**src/rtl/score_keeper.sv**
```systemverilog
// Game-score tracker: counts eat events per round, saturates at MAX_SCORE, runs IDLE/PLAY/OVER FSM.
// Latency: all outputs registered; live updates one edge after an eat rising edge, score on frame_tick.
// Backpressure: none; inputs are pulses sampled every cycle. Optional high score via SCORE_KEEPER_HIGH_SCORE_EN.
module score_keeper #(
    parameter int unsigned MAX_SCORE = 99,
    parameter int unsigned POINTS    = 1
) (
    input  logic       VGA_clk,
    input  logic       rst_n,
    input  logic       start,
    input  logic       eat,
    input  logic       collide,
    input  logic       frame_tick,
    output logic [7:0] score,
    output logic [7:0] high_score,
    output logic       new_high,
    output logic [1:0] state,
    output logic       game_over
);

    typedef enum logic [1:0] {
        IDLE = 2'b00,
        PLAY = 2'b01,
        OVER = 2'b10
    } state_t;

    state_t     state_q;
    state_t     state_nxt;
    logic [7:0] live;
    logic [7:0] live_nxt;
    logic [7:0] score_nxt;
    logic       eat_d;
    logic       eat_evt;
    logic [8:0] sum;
    logic [7:0] inc_val;

    // Rising-edge detect so a held eat counts once; 9-bit sum cannot wrap before the clamp.
    always_comb begin
        eat_evt = eat & ~eat_d;
        sum     = {1'b0, live} + 9'(POINTS);
        inc_val = (sum > 9'(MAX_SCORE)) ? 8'(MAX_SCORE) : sum[7:0];
    end

    // Next-state and running-count logic; start overrides eat/collide in every state.
    always_comb begin
        state_nxt = state_q;
        live_nxt  = live;
        case (state_q)
            IDLE: begin
                live_nxt = 8'd0;
                if (start) state_nxt = PLAY;
            end
            PLAY: begin
                if (start) begin
                    live_nxt = 8'd0;
                end else begin
                    if (eat_evt) live_nxt = inc_val;
                    if (collide) state_nxt = OVER;
                end
            end
            OVER: begin
                if (start) begin
                    state_nxt = PLAY;
                    live_nxt  = 8'd0;
                end
            end
            default: begin
                state_nxt = IDLE;
                live_nxt  = 8'd0;
            end
        endcase
    end

    // Display shadow: cleared by start, otherwise samples pre-increment live on frame_tick.
    always_comb begin
        score_nxt = score;
        if (start)
            score_nxt = 8'd0;
        else if (frame_tick)
            score_nxt = live;
    end

    // State, count, edge-detect history and display registers.
    always_ff @(posedge VGA_clk or negedge rst_n) begin
        if (!rst_n) begin
            state_q   <= IDLE;
            live      <= 8'd0;
            eat_d     <= 1'b0;
            score     <= 8'd0;
            game_over <= 1'b0;
        end else begin
            state_q   <= state_nxt;
            live      <= live_nxt;
            eat_d     <= eat;
            score     <= score_nxt;
            game_over <= (state_nxt == OVER);
        end
    end

    assign state = state_q;

`ifdef SCORE_KEEPER_HIGH_SCORE_EN
    logic round_end;

    // Only the PLAY->OVER transition can post a new best; the comparison uses the post-eat value.
    always_comb begin
        round_end = (state_q == PLAY) && (state_nxt == OVER);
    end

    // High score survives start; only reset clears it. new_high is a one-cycle pulse.
    always_ff @(posedge VGA_clk or negedge rst_n) begin
        if (!rst_n) begin
            high_score <= 8'd0;
            new_high   <= 1'b0;
        end else begin
            new_high <= 1'b0;
            if (round_end && (live_nxt > high_score)) begin
                high_score <= live_nxt;
                new_high   <= 1'b1;
            end
        end
    end
`else
    assign high_score = 8'd0;
    assign new_high   = 1'b0;
`endif

endmodule

```
**config.mk**
```make
export PLATFORM = sky130hd
export DESIGN_NAME = score_keeper
export DESIGN_NICKNAME = d
export VERILOG_FILES = /design/src/rtl/score_keeper.sv
export SDC_FILE = /design/constraint.sdc
export NUM_CORES = 1
export LEC_CHECK = 0
export CAP_MARGIN = 20
export CORE_AREA = 2 2 75 63
export CTS_BUF_LIST = sky130_fd_sc_hd__clkbuf_2
export DETAILED_ROUTE_END_ITERATION = 7
export DIE_AREA = 0 0 77 65
export PLACE_DENSITY = 0.54
export SLEW_MARGIN = 20
export SYNTH_ARGS = -nofsm -noshare
export SYNTH_HDL_FRONTEND = slang
export SYNTH_SLANG_ARGS = --single-unit
```
**constraint.sdc**
```tcl
create_clock -name VGA_clk -period 2.6 [get_ports VGA_clk]
set_clock_uncertainty 0.05 [all_clocks]
set_input_delay 0.39 -clock VGA_clk [delete_from_list [all_inputs] [get_ports VGA_clk]]
set_output_delay 0.39 -clock VGA_clk [all_outputs]
set_load 0.05 [all_outputs]
```
==> flow_summary.yaml, run 1 <==
status:
  outcome: "complete, no violations"
grt:
  antenna_found_initial: 0
  grt_max_degree: 21
  grt_pass1_wl_um: 4280
  grt_pass1_vias: 924
  grt_overflow: 0
  track_usage: 0.107
setup_path:
  startpoint_type: "flip-flop"
  rrSetupSlack_ns: 0.42
  rr_endpoint: "live[2]"
  crit_path_end_kind: "flip-flop"
  r2r_cells: 7
  reg2reg_from: "live[0]"
  worstPathRequired_ns: 2.79
  arrival_ns: 2.36
  path_max_fanout: 9
  criticalPathCategory: "flip-flop to flip-flop"
placed_design:
  pre_cts_ws_ns: 0.489
  gp_congestion: 0.866
  hpwlAfterDp_um: 1780
  io_buffers: 16
yosys:
  synthArstFlopShare: 1.00
  yosysTopAreaCellShare: 0.421
  syn-instance-count: 124
  synth_flop_cell: "dfrtp_1"
  synth_top_cells_by_count: "dfrtp_1, nor2_1, buf_4, mux2i_1, nand2_1"
  synth_top_area_cell: "dfrtp_1"
  synth.most_common_cell: "dfrtp_1"
  synth_area_per_cell_um2: 9.59
  synth_seq_cells: 20
  seq_area_frac_synth: 0.421
  synth_warnings: 0
  synth_edf_count: 0
  syn_area_mm2: 0.00119
  synth_cell_types: 38
  synthTopCellsByArea: "dfrtp_1, mux2i_1, buf_4"
floorplanning:
  num_rows: 22
  num_io_pins: 26
  start_util: 0.273
  die_area_mm2: 0.00501
  chipWidth_um: 77
  die_h_um: 65
  core_mm2: 0.00435
timing:
  setup_viol: 0
  finalHoldViolCount: 0
  finalCritPeriodShare: 0.837
  setup_tns_ns: 0
  finalCriticalPeriod_ns: 2.18
  finalMaxSlewViolations: 0
  rsz0062_at_grt: "false"
  worst_pin_slew_ns: 0.500
  fmax_ghz: 0.460
  worst_slack_ns: 0.424
  relSlewSlack: 0.665
clocking:
  h-tree-depth: 1
  insertion_delay_ns: 0.31
  clockRootBuffer: "clkbuf_2"
  cts_sinks: 20
  cts_buffers: 3
  cts_tree: "done"
  clk_pin_slew_ns: 0.18
  postCtsSetupRepairBufs: 0
  holdBufCountCts: 0
  cts_buffer_depth: 2
  cts_resized: 0
power_and_ir_drop:
  leakage_nw: 0.644
  finalPower_uw: 580
  max-vdd-ir-drop_mv: 0.236
  powerDensity_mw_per_mm2: 410
detailed_routing:
  detail_route.first_pass.iterations: 3
  vias_per_cell: 4.61
  first_iter_violations: 57
  vias: 931
  post-route-drc-count: 0
  drt-total-wl_um: 2380
  ant_nets: 0
  wl_per_cell_um: 11.8
job:
  max_cap_viol_count: 0
layout:
  nNetsFinal: 152
  final_util: 0.325
  drive_above_1_share: 0.0845
  antenna-diode-count: 0
  multiInputGateArea_um2: 618
  ff_latch_area_um2: 500
  nFillCells: 481
  synthToLayoutAreaGrowth_pct: 18.9
worst_hold_path:
  hp-class: "input port to async pin"
worst max-delay path by stage:
stage / startpoint / to / slack, ns / cells past startpoint
final: live[0] / live[2] / 0.42 / 7
after global routing: live[0] / live[2] / 0.16 / 7
after CTS: live[0] / live[2] / 0.45 / 7
after detailed placement: live[0] / live[3] / 0.49 / 8
after global placement: live[0] / live[3] / 0.53 / 8
after floorplan: live[0] / live[3] / 0.66 / 8
kinds of logic after synthesis:
group	synth area share
XOR/XNOR	0.00737
buffers and inverters	0.0842
flip-flops	0.421
adder cells (fa/ha/maj)	0.0210
multiplexers	0.0884
AND/OR/NAND/NOR	0.207
other	0.00315
AO/OA/AOI/OAI	0.167
worst max-delay path: stages (launching register included):
cell and delay (ns):
dfrtp_1 0.51, ha_1 0.33, nand4_1 0.20, xnor2_1 0.17, nor4b_1 0.32, o31a_4 0.25, o211ai_1 0.09, a22oi_1 0.19
flip-flops by register name (all words and copies together), names as in the netlist:
name and cells:
eat_d 1, game_over 1, live 8, score 8, state 2
final cells by class:
type,instances,share of cell area
Sequential cell,20,0.354
Timing Repair Buffer,20,0.135
Multi-Input combinational cell,95,0.437
Tap cell,60,0.0531
Inverter,4,0.0106
Clock buffer,3,0.0106
layer usage:
layer  vias to the layer above  track usage  share of wire
met3                         4       0.0320          0.048
met4                         0       0.0335          0.013
met2                        23        0.163           0.44
met1                       443        0.145           0.50
met5                         -            0              0
li1                        461            -              -
power by group:
| group | total (mW) | internal, mW | switching, mW |
|---|---|---|---|
| logic | 0.128 | 0.0409 | 0.0870 |
| clock network | 0.123 | 0.0315 | 0.0911 |
| registers | 0.329 | 0.320 | 0.00978 |
metrics by stage:
step	hold slack [ns]	instance area, µm²	cells
2_1_floorplan	0.0444	1220	132
3_3_place_gp	0.455	1400	199
3_5_place_dp	0.465	1400	199
4_1_cts	0.326	1410	202
5_1_grt	0.331	1410	202
6_report	0.332	1410	202
cell usage in the layout (no fill, tap or decap), types with 2 or more instances in the layout:
master	netlist	routed
mux2i_1	9	9
conb_1	1	9
nand2b_1	6	6
o21ai_1	4	4
nand3_1	4	4
nor4_1	2	2
clkbuf_2	0	3
a21oi_1	7	7
ha_1	2	2
inv_1	4	4
and2_1	4	4
nor2_1	15	15
buf_4	9	4
nand2_1	8	8
o211ai_1	2	2
dfrtp_1	20	20
clkdlybuf4s50_1	0	16
a22o_1	3	3
(Power assumes the default switching activity.)
==> run 2: changes to the inputs <==
--- a/config.mk
+++ b/config.mk
@@ -10,7 +10,7 @@
 export CTS_BUF_LIST = sky130_fd_sc_hd__clkbuf_2
 export DETAILED_ROUTE_END_ITERATION = 7
 export DIE_AREA = 0 0 77 65
-export PLACE_DENSITY = 0.54
+export PLACE_DENSITY = 0.56
 export SLEW_MARGIN = 20
 export SYNTH_ARGS = -nofsm -noshare
 export SYNTH_HDL_FRONTEND = slang
==> constraint.sdc (replaced) <==
create_clock -name VGA_clk -period 1.9 [get_ports VGA_clk]
set_clock_uncertainty 0.05 [all_clocks]
set_input_delay 0.285 -clock VGA_clk [delete_from_list [all_inputs] [get_ports VGA_clk]]
set_output_delay 0.285 -clock VGA_clk [all_outputs]
set_load 0.05 [all_outputs]
==> run 2 against run 1 <==
Against the previous run: the flow now finishes with violations (setup timing); final cell count grew 6.4%; non-clock buffer count grew 12; first-iteration DRC count shrank 51%; critical path depth shrank 1; clock-buffer cell count is the same; flip-flop and latch count is the same; final area grew 15%; via count grew 6.4%; worst hold slack lost 0.14 ns; setup slack lost 0.51 ns; sequential share of layout area shrank 4.5 points; largest power group unchanged.
==> flow_summary.yaml, run 2 (synthesis results as in run 1) <==
setup_path:
  path_max_fanout: 7
  rrSetupSlack_ns: -0.09
  reg2reg_from: "live[1]"
  r2r_cells: 6
  crit_path_end_kind: "flip-flop"
  worstPathRequired_ns: 2.07
  crit_start: "live[1]"
  criticalPathCategory: "flip-flop to flip-flop"
  rr_endpoint: "live[2]"
  startpoint_type: "flip-flop"
  endpoint: "live[2]"
  arrival_ns: 2.16
grt:
  grt_pass1_vias: 972
  grt_overflow: 0
  track_usage: 0.117
  antenna_found_initial: 0
  grt_pass1_wl_um: 4590
  grt_max_degree: 21
floorplanning:
  die_h_um: 65
  chipWidth_um: 77
  core_mm2: 0.00435
  num_rows: 22
  start_util: 0.273
  num_io_pins: 26
  die_area_mm2: 0.00501
worst_hold_path:
  hp-class: "input port to async pin"
detailed_routing:
  detail_route.first_pass.iterations: 4
  wl_met3_um: 121
  top_layer_used: "met4"
  post-route-drc-count: 0
  first_iter_violations: 28
  met2WireLength_um: 1510
  vias_per_cell: 4.61
  wl_met1_um: 1270
  ant_nets: 0
  wl_per_cell_um: 13.6
  drt-total-wl_um: 2930
  vias: 991
layout:
  multiInputGateArea_um2: 722
  synthToLayoutAreaGrowth_pct: 37.1
  nNetsFinal: 164
  final_util: 0.375
  drive_above_1_share: 0.258
  final_area_mm2: 0.00163
  ff_latch_area_um2: 503
  layout_common_cells: "dfrtp_1, buf_4, nor2_1"
  antenna-diode-count: 0
  nFillCells: 464
clocking:
  h-tree-depth: 1
  insertion_delay_ns: 0.34
  clockRootBuffer: "clkbuf_2"
  cts_buffer_depth: 2
  cts_tree: "done"
  clk_pin_slew_ns: 0.22
  cts_buffers: 3
  cts_sinks: 20
timing:
  setup_viol: 4
  hold-worst-slack_ns: 0.196
  relSlewSlack: 0.652
  finalMaxSlewViolations: 0
  rsz0062_at_grt: "true"
  finalCritPeriodShare: 1.05
  worst_slack_ns: -0.0894
  finalCriticalPeriod_ns: 1.99
  worst_pin_slew_ns: 0.521
  finalHoldViolCount: 0
  fmax_ghz: 0.503
placed_design:
  io_buffers: 16
  hpwlAfterDp_um: 2030
  dpl_cell_area_mm2: 0.00147
  gp_congestion: 0.929
status:
  violations: "setup timing"
  outcome: "complete, but fails checks"
power_and_ir_drop:
  powerDensity_mw_per_mm2: 513
  power.switching_uw: 287
  clkPwrFrac: 0.225
  internal_power_uw: 549
  max-vdd-ir-drop_mv: 0.331
  switching_share: 0.343
  pwr-share-seq: 0.538
  p_comb_frac: 0.237
  leakage_nw: 0.859
job:
  max_cap_viol_count: 0
run 2: repair_timing:
item	in CTS	in global routing
hold buffers	0	0
resized for setup	6	18
pin swaps	5	4
buffers inserted	3	0
endpoints found under the setup margin	5	13
run 2: power groups by stage:
stage               Clock (mW)  Sequential (mW)  Combinational (mW)
floorplan                    0            0.482               0.112
global placement             0            0.456               0.184
detailed placement           0            0.457               0.187
CTS                      0.195            0.450               0.193
global route             0.217            0.453               0.214
finish                   0.188            0.450               0.198
run 2: worst min-delay path by stage:
| stage | startpoint | end | slack, ns | cells after the start |
|---|---|---|---|---|
| finish | rst_n | live[3] | 0.20 | 2 |
| detailed placement | score[7] | score[7] | 0.46 | 2 |
| floorplan | rst_n | eat_d | -0.06 | 0 |
| CTS | rst_n | live[3] | 0.21 | 2 |
| global placement | state[1] | state[0] | 0.46 | 1 |
| global route | rst_n | live[3] | 0.21 | 2 |
run 2: through the flow:
| stage | cells | setup WS (ns) | setup TNS, ns | power [mW] |
|---|---|---|---|---|
| floorplan | 132 | 0.00714 | 0 | 0.595 |
| global placement | 208 | -0.0856 | -0.245 | 0.640 |
| detailed placement | 208 | -0.102 | -0.400 | 0.644 |
| CTS | 215 | -0.0939 | -0.244 | 0.837 |
| global route | 215 | -0.172 | -0.626 | 0.883 |
| finish | 215 | -0.0894 | -0.215 | 0.836 |
run 2: layout make-up:
class,instances,share of cell area
Tap cell,60,0.0461
Sequential cell,20,0.309
Multi-Input combinational cell,95,0.443
Inverter,4,0.00922
Timing Repair Buffer,32,0.181
Clock inverter,1,0.00230
Clock buffer,3,0.00922
run 2: critical path: stages (launching register included):
cell      delay (ns)
dfrtp_2         0.48
and4_4          0.28
nand4_4         0.12
mux2_4          0.33
o31a_4          0.32
o211ai_1        0.17
a22oi_1         0.11
run 2: layer usage:
| layer | vias to the layer above | GRT usage |
|---|---|---|
| met5 | - | 0 |
| met4 | 0 | 0.0268 |
| met3 | 2 | 0.0320 |
| met2 | 19 | 0.207 |
| met1 | 485 | 0.144 |
| li1 | 485 | - |
